==> src/rtl/mips_pkg.sv <==
// Shared types and constants for the MIPS instruction-fetch front end.
package mips_pkg;

    localparam int unsigned INSTR_BYTES      = 4;
    localparam logic [31:0] DEFAULT_RESET_PC = 32'h0000_0000;

    // Fetch sequencer states
    typedef enum logic [1:0] {
        ST_IDLE = 2'd0,
        ST_REQ  = 2'd1,
        ST_WAIT = 2'd2,
        ST_HOLD = 2'd3
    } fetch_state_e;

    // Which source produced the next PC
    typedef enum logic [1:0] {
        SRC_SEQ = 2'd0,
        SRC_BR  = 2'd1,
        SRC_JMP = 2'd2,
        SRC_JR  = 2'd3
    } redir_src_e;

endpackage

==> src/rtl/pc_target_calc.sv <==
// Redirect target formation for the fetch unit.
// Computes branch / jump / register-jump targets, applies the fixed
// priority jr > jmp > br, and rejects misaligned JR targets.
// Ports:
//   i_redir_base_pc  PC of the branch/jump instruction
//   i_br_taken, i_br_offset_sh     branch request and pre-shifted offset
//   i_jmp_valid, i_jmp_target_sh   J/JAL request and shifted target
//   i_jr_valid, i_jr_target        JR/JALR request and register target
//   o_target_c       selected redirect target
//   o_src_c          selected source (SRC_SEQ when no redirect applies)
//   o_misalign_c     JR requested with a non word-aligned target
module pc_target_calc
    import mips_pkg::*;
#(
    parameter int unsigned JT_LEN = 28
) (
    input  logic [31:0]       i_redir_base_pc,
    input  logic              i_br_taken,
    input  logic [31:0]       i_br_offset_sh,
    input  logic              i_jmp_valid,
    input  logic [JT_LEN-1:0] i_jmp_target_sh,
    input  logic              i_jr_valid,
    input  logic [31:0]       i_jr_target,
    output logic [31:0]       o_target_c,
    output redir_src_e        o_src_c,
    output logic              o_misalign_c
);

    logic [31:0] w_seq_pc;

    assign w_seq_pc = i_redir_base_pc + 32'(INSTR_BYTES);

    // A misaligned JR suppresses every redirect source in that cycle
    always_comb begin
        o_target_c   = 32'h0;
        o_src_c      = SRC_SEQ;
        o_misalign_c = 1'b0;
        if (i_jr_valid) begin
            if (i_jr_target[1:0] != 2'b00) begin
                o_misalign_c = 1'b1;
            end else begin
                o_src_c    = SRC_JR;
                o_target_c = i_jr_target;
            end
        end else if (i_jmp_valid) begin
            o_src_c    = SRC_JMP;
            o_target_c = {w_seq_pc[31:JT_LEN], i_jmp_target_sh};
        end else if (i_br_taken) begin
            o_src_c    = SRC_BR;
            o_target_c = w_seq_pc + i_br_offset_sh;
        end
    end

endmodule

==> src/rtl/pc_fetch_ctrl.sv <==
// Program counter and single-outstanding instruction fetch sequencer.
// Issues one imem request at a time, buffers the returned word for
// decode behind a valid/ready handshake, and applies branch/jump/JR
// redirects, discarding any word fetched down the stale path.
// Ports:
//   clk, rst_n                     clock, async active-low reset
//   imem_req/addr/ready            fetch request channel
//   imem_rvalid/rdata              fetch response channel
//   instr_valid/instr/instr_pc/instr_ready   decode handshake
//   redir_base_pc, br_*, jmp_*, jr_*         redirect inputs
//   misalign_err                   one-cycle pulse on a rejected JR
module pc_fetch_ctrl
    import mips_pkg::*;
#(
    parameter logic [31:0] RESET_PC = DEFAULT_RESET_PC,
    parameter int unsigned JT_LEN   = 28
) (
    input  logic              clk,
    input  logic              rst_n,
    output logic              imem_req,
    output logic [31:0]       imem_addr,
    input  logic              imem_ready,
    input  logic              imem_rvalid,
    input  logic [31:0]       imem_rdata,
    output logic              instr_valid,
    output logic [31:0]       instr,
    output logic [31:0]       instr_pc,
    input  logic              instr_ready,
    input  logic [31:0]       redir_base_pc,
    input  logic              br_taken,
    input  logic [31:0]       br_offset_sh,
    input  logic              jmp_valid,
    input  logic [JT_LEN-1:0] jmp_target_sh,
    input  logic              jr_valid,
    input  logic [31:0]       jr_target,
    output logic              misalign_err
);

    localparam logic [31:0] PC_STEP = 32'(INSTR_BYTES);

    fetch_state_e r_state;
    logic [31:0]  r_pc;
    logic [31:0]  r_fetch_pc;
    logic         r_drop;

    logic [31:0]  w_target;
    redir_src_e   w_src;
    logic         w_misalign;
    logic         w_redir;
    logic [31:0]  w_next_pc;

    pc_target_calc #(
        .JT_LEN (JT_LEN)
    ) u_target_calc (
        .i_redir_base_pc (redir_base_pc),
        .i_br_taken      (br_taken),
        .i_br_offset_sh  (br_offset_sh),
        .i_jmp_valid     (jmp_valid),
        .i_jmp_target_sh (jmp_target_sh),
        .i_jr_valid      (jr_valid),
        .i_jr_target     (jr_target),
        .o_target_c      (w_target),
        .o_src_c         (w_src),
        .o_misalign_c    (w_misalign)
    );

    assign w_redir   = (w_src != SRC_SEQ);
    assign w_next_pc = w_redir ? w_target : r_pc;

    // Fetch FSM; r_drop marks the outstanding response as stale
    always_ff @(posedge clk or negedge rst_n) begin
        if (!rst_n) begin
            r_state      <= ST_IDLE;
            r_pc         <= RESET_PC;
            r_fetch_pc   <= 32'h0;
            r_drop       <= 1'b0;
            imem_req     <= 1'b0;
            imem_addr    <= RESET_PC;
            instr_valid  <= 1'b0;
            instr        <= 32'h0;
            instr_pc     <= 32'h0;
            misalign_err <= 1'b0;
        end else begin
            misalign_err <= w_misalign;
            case (r_state)
                ST_IDLE: begin
                    r_state   <= ST_REQ;
                    imem_req  <= 1'b1;
                    imem_addr <= w_next_pc;
                    r_pc      <= w_next_pc;
                end
                ST_REQ: begin
                    if (imem_ready) begin
                        r_state    <= ST_WAIT;
                        imem_req   <= 1'b0;
                        r_fetch_pc <= imem_addr;
                        if (w_redir) begin
                            r_pc   <= w_target;
                            r_drop <= 1'b1;
                        end else if (!r_drop) begin
                            r_pc <= r_pc + PC_STEP;
                        end
                    end else if (w_redir) begin
                        // Old address stays on the bus; its word will be dropped
                        r_pc   <= w_target;
                        r_drop <= 1'b1;
                    end
                end
                ST_WAIT: begin
                    if (imem_rvalid) begin
                        if (r_drop || w_redir) begin
                            r_drop    <= 1'b0;
                            r_state   <= ST_REQ;
                            imem_req  <= 1'b1;
                            imem_addr <= w_next_pc;
                            r_pc      <= w_next_pc;
                        end else begin
                            r_state     <= ST_HOLD;
                            instr       <= imem_rdata;
                            instr_pc    <= r_fetch_pc;
                            instr_valid <= 1'b1;
                        end
                    end else if (w_redir) begin
                        r_pc   <= w_target;
                        r_drop <= 1'b1;
                    end
                end
                ST_HOLD: begin
                    if (instr_ready || w_redir) begin
                        r_state     <= ST_REQ;
                        instr_valid <= 1'b0;
                        imem_req    <= 1'b1;
                        imem_addr   <= w_next_pc;
                        r_pc        <= w_next_pc;
                    end
                end
                default: r_state <= ST_IDLE;
            endcase
        end
    end

endmodule

==> config.mk <==
export PLATFORM = sky130hd
export DESIGN_NAME = pc_fetch_ctrl
export DESIGN_NICKNAME = d
export VERILOG_FILES = /design/src/rtl/mips_pkg.sv /design/src/rtl/pc_target_calc.sv /design/src/rtl/pc_fetch_ctrl.sv
export SDC_FILE = /design/constraint.sdc
export NUM_CORES = 1
export LEC_CHECK = 0
export BUFFER_PORTS_ARGS = -buffer_cell sky130_fd_sc_hd__buf_2
export CAP_MARGIN = 20
export CORE_AREA = 10 10 250 133
export CTS_CLUSTER_SIZE = 28
export DETAILED_ROUTE_END_ITERATION = 12
export DIE_AREA = 0 0 260 143
export SLEW_MARGIN = 25
export SYNTH_ARGS = -nofsm -noshare
export SYNTH_HDL_FRONTEND = slang
export SYNTH_SLANG_ARGS = --single-unit
==> constraint.sdc <==
create_clock -name clk -period 4.42 [get_ports clk]
set_clock_uncertainty 0.15 [all_clocks]
set_input_delay 0.221 -clock clk [delete_from_list [all_inputs] [get_ports clk]]
set_output_delay 0.221 -clock clk [all_outputs]
set_load 0.01 [all_outputs]
==> results of run 1 <==
-- sequential cells by signal (all words and copies together) (netlist names) --
| name | flops |
|---|---|
| instr_pc | 32 |
| r_state | 2 |
| r_fetch_pc | 32 |
| r_drop | 1 |
| r_pc | 32 |
| instr | 32 |
| imem_req | 1 |
| misalign_err | 1 |
| instr_valid | 1 |
| imem_addr | 32 |
-- where the power goes --
part | internal, mW | leakage, nW | switching [mW]
Sequential | 2.09 | 2.09 | 0.464
Combinational | 0.968 | 3.79 | 1.37
Clock | 0.874 | 0.290 | 0.642
Total | 3.93 | 6.17 | 2.47
-- cell families (layout without fill, tap and decap cells) --
| family | after synthesis | count (layout) | synth area share [%] |
|---|---|---|---|
| other | 0 | 6 | 0 |
| AND/OR/NAND/NOR | 395 | 395 | 18.4 |
| buffers and inverters | 69 | 365 | 2.65 |
| XOR/XNOR | 55 | 55 | 5.04 |
| flip-flops | 166 | 166 | 41.8 |
| AO/OA/AOI/OAI | 285 | 285 | 18.8 |
| adder cells (fa/ha/maj) | 43 | 43 | 5.49 |
| multiplexers | 69 | 69 | 7.79 |
-- cells in the mapped netlist, types with 6 or more instances --
library cell	count	share of area (%)
nor2_1	76	2.9
nand4_1	19	1.2
o21ai_1	6	0.30
nand2b_1	6	0.38
o21ai_0	65	3.3
xnor2_1	39	3.4
a22oi_1	18	1.4
a21oi_1	72	3.6
inv_1	14	0.53
ha_1	42	5.3
mux2_2	66	7.5
clkbuf_1	48	1.8
a31oi_1	32	2.0
dfrtp_1	166	42
a221oi_1	9	0.79
nand3_1	30	1.5
and4_1	6	0.53
and3_1	17	1.1
a222oi_1	6	0.60
and2_1	12	0.76
nor3_1	11	0.55
nand2_1	193	7.3
xor2_1	15	1.3
a21o_1	21	1.6
-- worst reg2reg max path, delay by kind of cell (launching register included) --
family	cells	cell delay (ns)
buffers and inverters	2	0.39
DFF	1	0.43
and+or+nand+nor	6	1.66
adders and majority gates	1	0.38
AOI/OAI and AO/OA	3	0.48
-- metal layers --
metal  share of wire, %  routed length [um]  track usage [%]  vias up
met3                4.7                1640             2.96       42
li1                   -                   -                -     4488
met1                 42               14500             22.0     4572
met4                2.0                 711             5.88        0
met2                 51               17900             32.4      299
met5                  0                   0                0        -
-- final cells by class --
| cell class | instances | area [um2] |
|---|---|---|
| clock buffers | 20 | 457 |
| inverters | 14 | 52.6 |
| multi-input cells | 847 | 5540 |
| well taps | 391 | 489 |
| flip-flops and latches | 166 | 4150 |
| diodes | 6 | 15.0 |
| clock inverters | 12 | 144 |
| fillers | 2858 | 16000 |
| repair buffers | 319 | 1860 |
-- final timing paths --
| check | to | slack (ns) | start |
|---|---|---|---|
| worst max register to register | r_pc[31] | 0.82 | r_state[1] |
| worst max-delay path | r_pc[24] | 0.52 | redir_base_pc[5] |
| worst min register to register | r_fetch_pc[0] | 0.32 | r_fetch_pc[0] |
| max in group asynchronous | instr[5] | 2.73 | rst_n |
| worst min-delay path | imem_addr[5] | 0.03 | jr_target[5] |
| min in group asynchronous | r_fetch_pc[26] | 0.33 | rst_n |
-- stage by stage --
stage | util (%) | cells
2_1_floorplan | - | 1082
3_3_place_gp | 40.6 | 1693
3_5_place_dp | 40.6 | 1693
4_1_cts | 44.2 | 1769
5_1_grt | 44.3 | 1775
6_report | 44.3 | 1775
-- repair_timing --
| item | in CTS | in global routing |
|---|---|---|
| hold endpoints to repair | 137 | 0 |
| gates resized for setup | 0 | 0 |
| hold buffers | 44 | 0 |
==> impl_metrics.env, run 1 <==
export IMPL_path_clk_slew_ns=0.07
export IMPL_synth_seq_cells=166
export IMPL_synth_top_flop_cell="dfrtp_1"
export IMPL_die_height_um=143
export IMPL_die_x_um=260
export IMPL_fmax_ghz=0.256
export IMPL_antenna_found_initial=6
export IMPL_track_usage_pct=18.1
export IMPL_io_pin_count=263
export IMPL_htree_num_levels=4
export IMPL_grt_pass1_vias=9384
export IMPL_async_reset_ff_share_pct=100
export IMPL_yosysSeqAreaShare_pct=41.8
export IMPL_crit_buf_inv=2
export IMPL_cts_buffers=17
export IMPL_holdWs_ns=0.0255
export IMPL_critical_path_class="in -> reg"
export IMPL_reg2reg_depth=12
export IMPL_fin_crit_sh_pct=88.3
export IMPL_finalHoldViolCount=0
export IMPL_wirelength_um=34800
export IMPL_min_path_cells=3
export IMPL_yosys_warnings=0
export IMPL_worstSetupStartpointType="primary input"
export IMPL_hpwl_um=26700
export IMPL_grt_ovfl_total=0
export IMPL_cpPeakStageDelay_ns=0.60
export IMPL_crit_fanout=6
export IMPL_syn_inst=1082
export IMPL_synth_edf_count=0
export IMPL_clockBufferDepth=2
export IMPL_remaining_drc_errors=0
export IMPL_critPathCaptureType="flip-flop"
export IMPL_cts_tree="built"
export IMPL_cts_root_buf="clkbuf_16"
export IMPL_syn_avg_cell_area_um2=9.18
export IMPL_worst_ep_arrival_time_ns=4.07
export IMPL_setup_viol_count_final=0
export IMPL_dp_slack_ns=0.403
export IMPL_start_util_pct=34.6
export IMPL_vias=9401
export IMPL_worstHoldPathType="in -> reg"
export IMPL_drive_gt1_share_pct=28.7
export IMPL_wl_per_cell_um=19.6
export IMPL_port_buffers=262
export IMPL_fin_total_pwr_mw=6.41
export IMPL_grt_pass1_wl_um=53200
export IMPL_std_cell_rows=44
export IMPL_final_cell_mix="buf_2, nand2_1, dfrtp_1, nor2_1, a21oi_1"
export IMPL_cp_top_family="compound AO/OA/AOI/OAI gates"
export IMPL_dpl_cell_area_um2=11600
export IMPL_antenna_left=0
export IMPL_power_density_nw_per_um2=504
export IMPL_layout_commonest_cell="buf_2"
export IMPL_rsz0062_at_grt="no"
export IMPL_finalWorstSetupSlack_ns=0.519
export IMPL_synth_cell_types=75
export IMPL_nNetsFinal=1572
export IMPL_syn_area_um2=9930
export IMPL_fin_crit_ns=3.90
export IMPL_maxCapViolations=0
export IMPL_cts_setup_buffers=0
export IMPL_relSlewSlack_pct=37.9
export IMPL_cp_slowest_cell="dlygate4sd3_1"
export IMPL_first_iter_violations=800
export IMPL_dieArea_um2=37200
export IMPL_grt_max_degree=99
export IMPL_final_cell_area_um2=12700
export IMPL_place_gp_congestion=0.917
export IMPL_viasPerCell=5.30
export IMPL_status="completed"
export IMPL_vdd_ir_drop_max_v=0.000294
export IMPL_finalSetupTns_ns=0
export IMPL_worstMarginPinSlew_ns=0.932
export IMPL_synth_nets=1289
export IMPL_cts_sinks=166
export IMPL_cp_depth=16
export IMPL_leakagePower_nw=6.17
export IMPL_clock_latency_ns=0.43
export IMPL_coreArea_um2=28700
export IMPL_worstPathRequired_ns=4.59
export IMPL_area_growth_pct=27.9
export IMPL_drtPass1Iterations=7
export IMPL_critical_path_cell_chain="buf_2, and3_1, and3_1, nand4_1, xnor2_1, ha_1, a21oi_1, o221ai_1, nand3_1, nand3_1, a221oi_1, o21ai_1, xor2_1, a222oi_1, dlygate4sd3_1, nand2_1"
export IMPL_maxSlewViolCount=0
No activity file was read; power rests on OpenSTA's default activity.
==> run 2, diff against run 1 <==
--- a/config.mk
+++ b/config.mk
@@ -5,13 +5,14 @@
 export SDC_FILE = /design/constraint.sdc
 export NUM_CORES = 1
 export LEC_CHECK = 0
+export ABC_AREA = 1
 export BUFFER_PORTS_ARGS = -buffer_cell sky130_fd_sc_hd__buf_2
 export CAP_MARGIN = 20
-export CORE_AREA = 10 10 250 133
+export CORE_AREA = 10 10 264 140
 export CTS_CLUSTER_SIZE = 28
 export DETAILED_ROUTE_END_ITERATION = 12
-export DIE_AREA = 0 0 260 143
-export SLEW_MARGIN = 25
+export DIE_AREA = 0 0 274 150
+export SLEW_MARGIN = 20
 export SYNTH_ARGS = -nofsm -noshare
 export SYNTH_HDL_FRONTEND = slang
 export SYNTH_SLANG_ARGS = --single-unit
==> run 2 against run 1 <==
Against the previous run:
- register-to-register slack better by 0.97 ns
- fmax up 6.1%
- sequential power up 8.2%
- cell area up 9.3%
- clock power about the same
- global-route usage up 1.5 points
- final cell count up 29%
- non-clock buffer count down 6
- die area up 11%
- core utilization down 1.4 points
- critical path type unchanged
- largest cell class unchanged
- largest power group is now combinational logic
==> impl_metrics.env, run 2 <==
export IMPL_viasPerCell=5.01
export IMPL_layout_commonest_cell="nand2_1"
export IMPL_dpl_cell_area_um2=12900
export IMPL_path_clk_slew_ns=0.07
export IMPL_vdd_ir_drop_max_v=0.000425
export IMPL_cp_slowest_cell="ha_1"
export IMPL_cts_root_buf="clkbuf_16"
export IMPL_min_path_cells=4
export IMPL_fmax_ghz=0.272
export IMPL_power_switching_mw=3.10
export IMPL_finalWorstSetupSlack_ns=0.742
export IMPL_cts_resized=0
export IMPL_final_cell_area_um2=13900
export IMPL_maxSlewViolCount=0
export IMPL_die_height_um=150
export IMPL_switching_share_pct=42.4
export IMPL_cpPeakStageDelay_ns=0.39
export IMPL_async_reset_ff_share_pct=100
export IMPL_cts_tree="built"
export IMPL_io_pin_count=263
export IMPL_netlist_area_leader_share_pct=37.1
export IMPL_htree_num_levels=4
export IMPL_worstSetupStartpointType="primary input"
export IMPL_reg2reg_depth=11
export IMPL_final_cell_mix="nand2_1, buf_2, nor2_1, dfrtp_1, inv_1"
export IMPL_synthTopCellsByArea="dfrtp_1, nand2_1, nor2_1, a21oi_1, inv_1"
export IMPL_power_density_nw_per_um2=527
export IMPL_setup_viol_count_final=0
export IMPL_use_met1_pct=29.1
export IMPL_met2_usage_pct=28.3
export IMPL_worstHoldPathType="in -> reg"
export IMPL_track_usage_pct=19.6
export IMPL_synth_area_leader_cell="dfrtp_1"
export IMPL_wl_per_cell_um=18.0
export IMPL_grt_max_degree=89
export IMPL_p_clk_share_pct=20.5
export IMPL_dp_slack_ns=0.431
export IMPL_synth_edf_count=0
export IMPL_critical_path_cell_chain="buf_2, ha_1, and3_1, nand4_1, nor2_1, nand2_1, nor2_1, xor2_1, inv_1, ha_1, nand2_1, nor2_1, inv_1, nor2_1, and3_1, nand2_1, nand3_1, nand2_1, nand3_1, nand2_1, nand2_1, a21oi_1"
export IMPL_grt_pass1_wl_um=63600
export IMPL_worstPathRequired_ns=4.58
export IMPL_clockBufferDepth=2
export IMPL_cts_sinks=166
export IMPL_syn_area_um2=11200
export IMPL_start_util_pct=34.5
export IMPL_synth_nets=1763
export IMPL_remaining_drc_errors=0
export IMPL_critical_path_class="in -> reg"
export IMPL_sequentialPowerShare_pct=37.8
export IMPL_place_gp_congestion=0.937
export IMPL_fin_total_pwr_mw=7.31
export IMPL_grt_ovfl_total=0
export IMPL_fin_crit_sh_pct=83.2
export IMPL_hpwl_um=32200
export IMPL_reg2reg_slack_ns=1.79
export IMPL_crit_top_cell="nand2_1"
export IMPL_std_cell_rows=47
export IMPL_area_growth_pct=24.1
export IMPL_nNetsFinal=2037
export IMPL_dieArea_um2=41100
export IMPL_synth_seq_cells=166
export IMPL_coreArea_um2=32400
export IMPL_relSlewSlack_pct=40.4
export IMPL_finalSetupTns_ns=0
export IMPL_critPathCaptureType="flip-flop"
export IMPL_clock_latency_ns=0.42
export IMPL_crit_fanout=5
export IMPL_r2r_start="r_state[1]"
export IMPL_cts_buffers=17
export IMPL_synth_cell_types=52
export IMPL_top_usage_layer="met1"
export IMPL_rsz0062_at_grt="no"
export IMPL_yosysSeqAreaShare_pct=37.1
export IMPL_status="completed"
export IMPL_gr_usage_met3_pct=5.10
export IMPL_first_iter_violations=1033
export IMPL_fin_crit_ns=3.68
export IMPL_worst_ep_arrival_time_ns=3.84
export IMPL_antenna_found_initial=2
export IMPL_vias=11400
export IMPL_drtPass1Iterations=5
export IMPL_syn_inst=1556
export IMPL_worstSetupStartpoint="redir_base_pc[3]"
export IMPL_grt_pass1_vias=10900
export IMPL_ys_top_cells_by_count="nand2_1, nor2_1, dfrtp_1"
export IMPL_finalHoldViolCount=0
export IMPL_maxCapViolations=0
export IMPL_synth_top_flop_cell="dfrtp_1"
export IMPL_antenna_left=0
export IMPL_worstMarginPinSlew_ns=0.895
export IMPL_endpoint="imem_addr[25]"
export IMPL_drive_gt1_share_pct=21.5
export IMPL_leakagePower_nw=7.08
export IMPL_wirelength_um=41100
export IMPL_p_int_mw=4.21
export IMPL_r2r_end="r_pc[10]"
export IMPL_syn_avg_cell_area_um2=7.19
export IMPL_p_comb_share_pct=41.7
export IMPL_die_x_um=274
export IMPL_yosysMostFrequentCell="nand2_1"
export IMPL_yosys_warnings=0
export IMPL_port_buffers=262
[run 2: per-stage QoR]
step	util [%]	cells	hold WS (ns)
after CTS	42.8	2284	0.00578
after floorplan	-	1556	-0.225
after global routing	42.8	2284	0.0175
after detailed placement	39.9	2215	0.206
after global placement	39.9	2215	0.200
final	42.9	2286	0.0254
[run 2: cells by family (layout without fill, tap and decap cells)]
family          count (synthesis)  in the layout  share of synthesized area, %
compound gates                276            276                          13.6
xor+xnor                       24             24                          1.88
fa+ha+maj                      43             43                          4.87
buf+inv                       219            506                          7.93
flops                         166            166                          37.1
mux                            50             50                          5.03
other cells                     0              2                             0
simple gates                  778            778                          29.6
[run 2: worst min path at each step]
| stage | start | slack (ns) | endpoint |
|---|---|---|---|
| 3_3_place_gp | rst_n | 0.20 | misalign_err |
| 5_1_grt | imem_rvalid | 0.02 | r_drop |
| 3_5_place_dp | rst_n | 0.21 | misalign_err |
| 4_1_cts | imem_rvalid | 0.006 | r_drop |
| 6_report | imem_rvalid | 0.03 | r_drop |
| 2_1_floorplan | rst_n | -0.22 | imem_addr[0] |
[run 2: layer usage]
layer | vias to the layer above | routed length (um)
met3 | 20 | 3270
met2 | 396 | 17300
met1 | 5369 | 20200
met5 | - | 0
met4 | 0 | 282
li1 | 5664 | -
[run 2: power groups by stage]
stage	Combinational, mW	Sequential [mW]	Clock [mW]
after CTS	3.07	2.76	1.54
after global placement	2.98	2.76	0
after detailed placement	3.03	2.78	0
after floorplan	1.76	2.83	0
final	3.05	2.77	1.50
after global routing	3.43	2.86	1.61
[run 2: repair_timing]
action,CTS,global route
buffers inserted,0,0
endpoints found under the hold margin,121,0
hold buffers,37,0
[run 2: final cells by class]
type	count	area, um2
timing repair buffer	313	1810
clock inverter	13	141
multi-input combinational	1171	6170
tap	441	552
antenna	2	5.00
fill	3303	18500
inverter	161	604
clock buffer	19	453
sequential	166	4150
[run 2: critical path: cells and delay by family]
family	cells	cell delay (ns)
AOI/OAI and AO/OA	1	0.07
xor gates and xnor gates	1	0.18
adders and majority gates	2	0.58
buffers and inverters	3	0.28
and+or+nand+nor	15	2.50
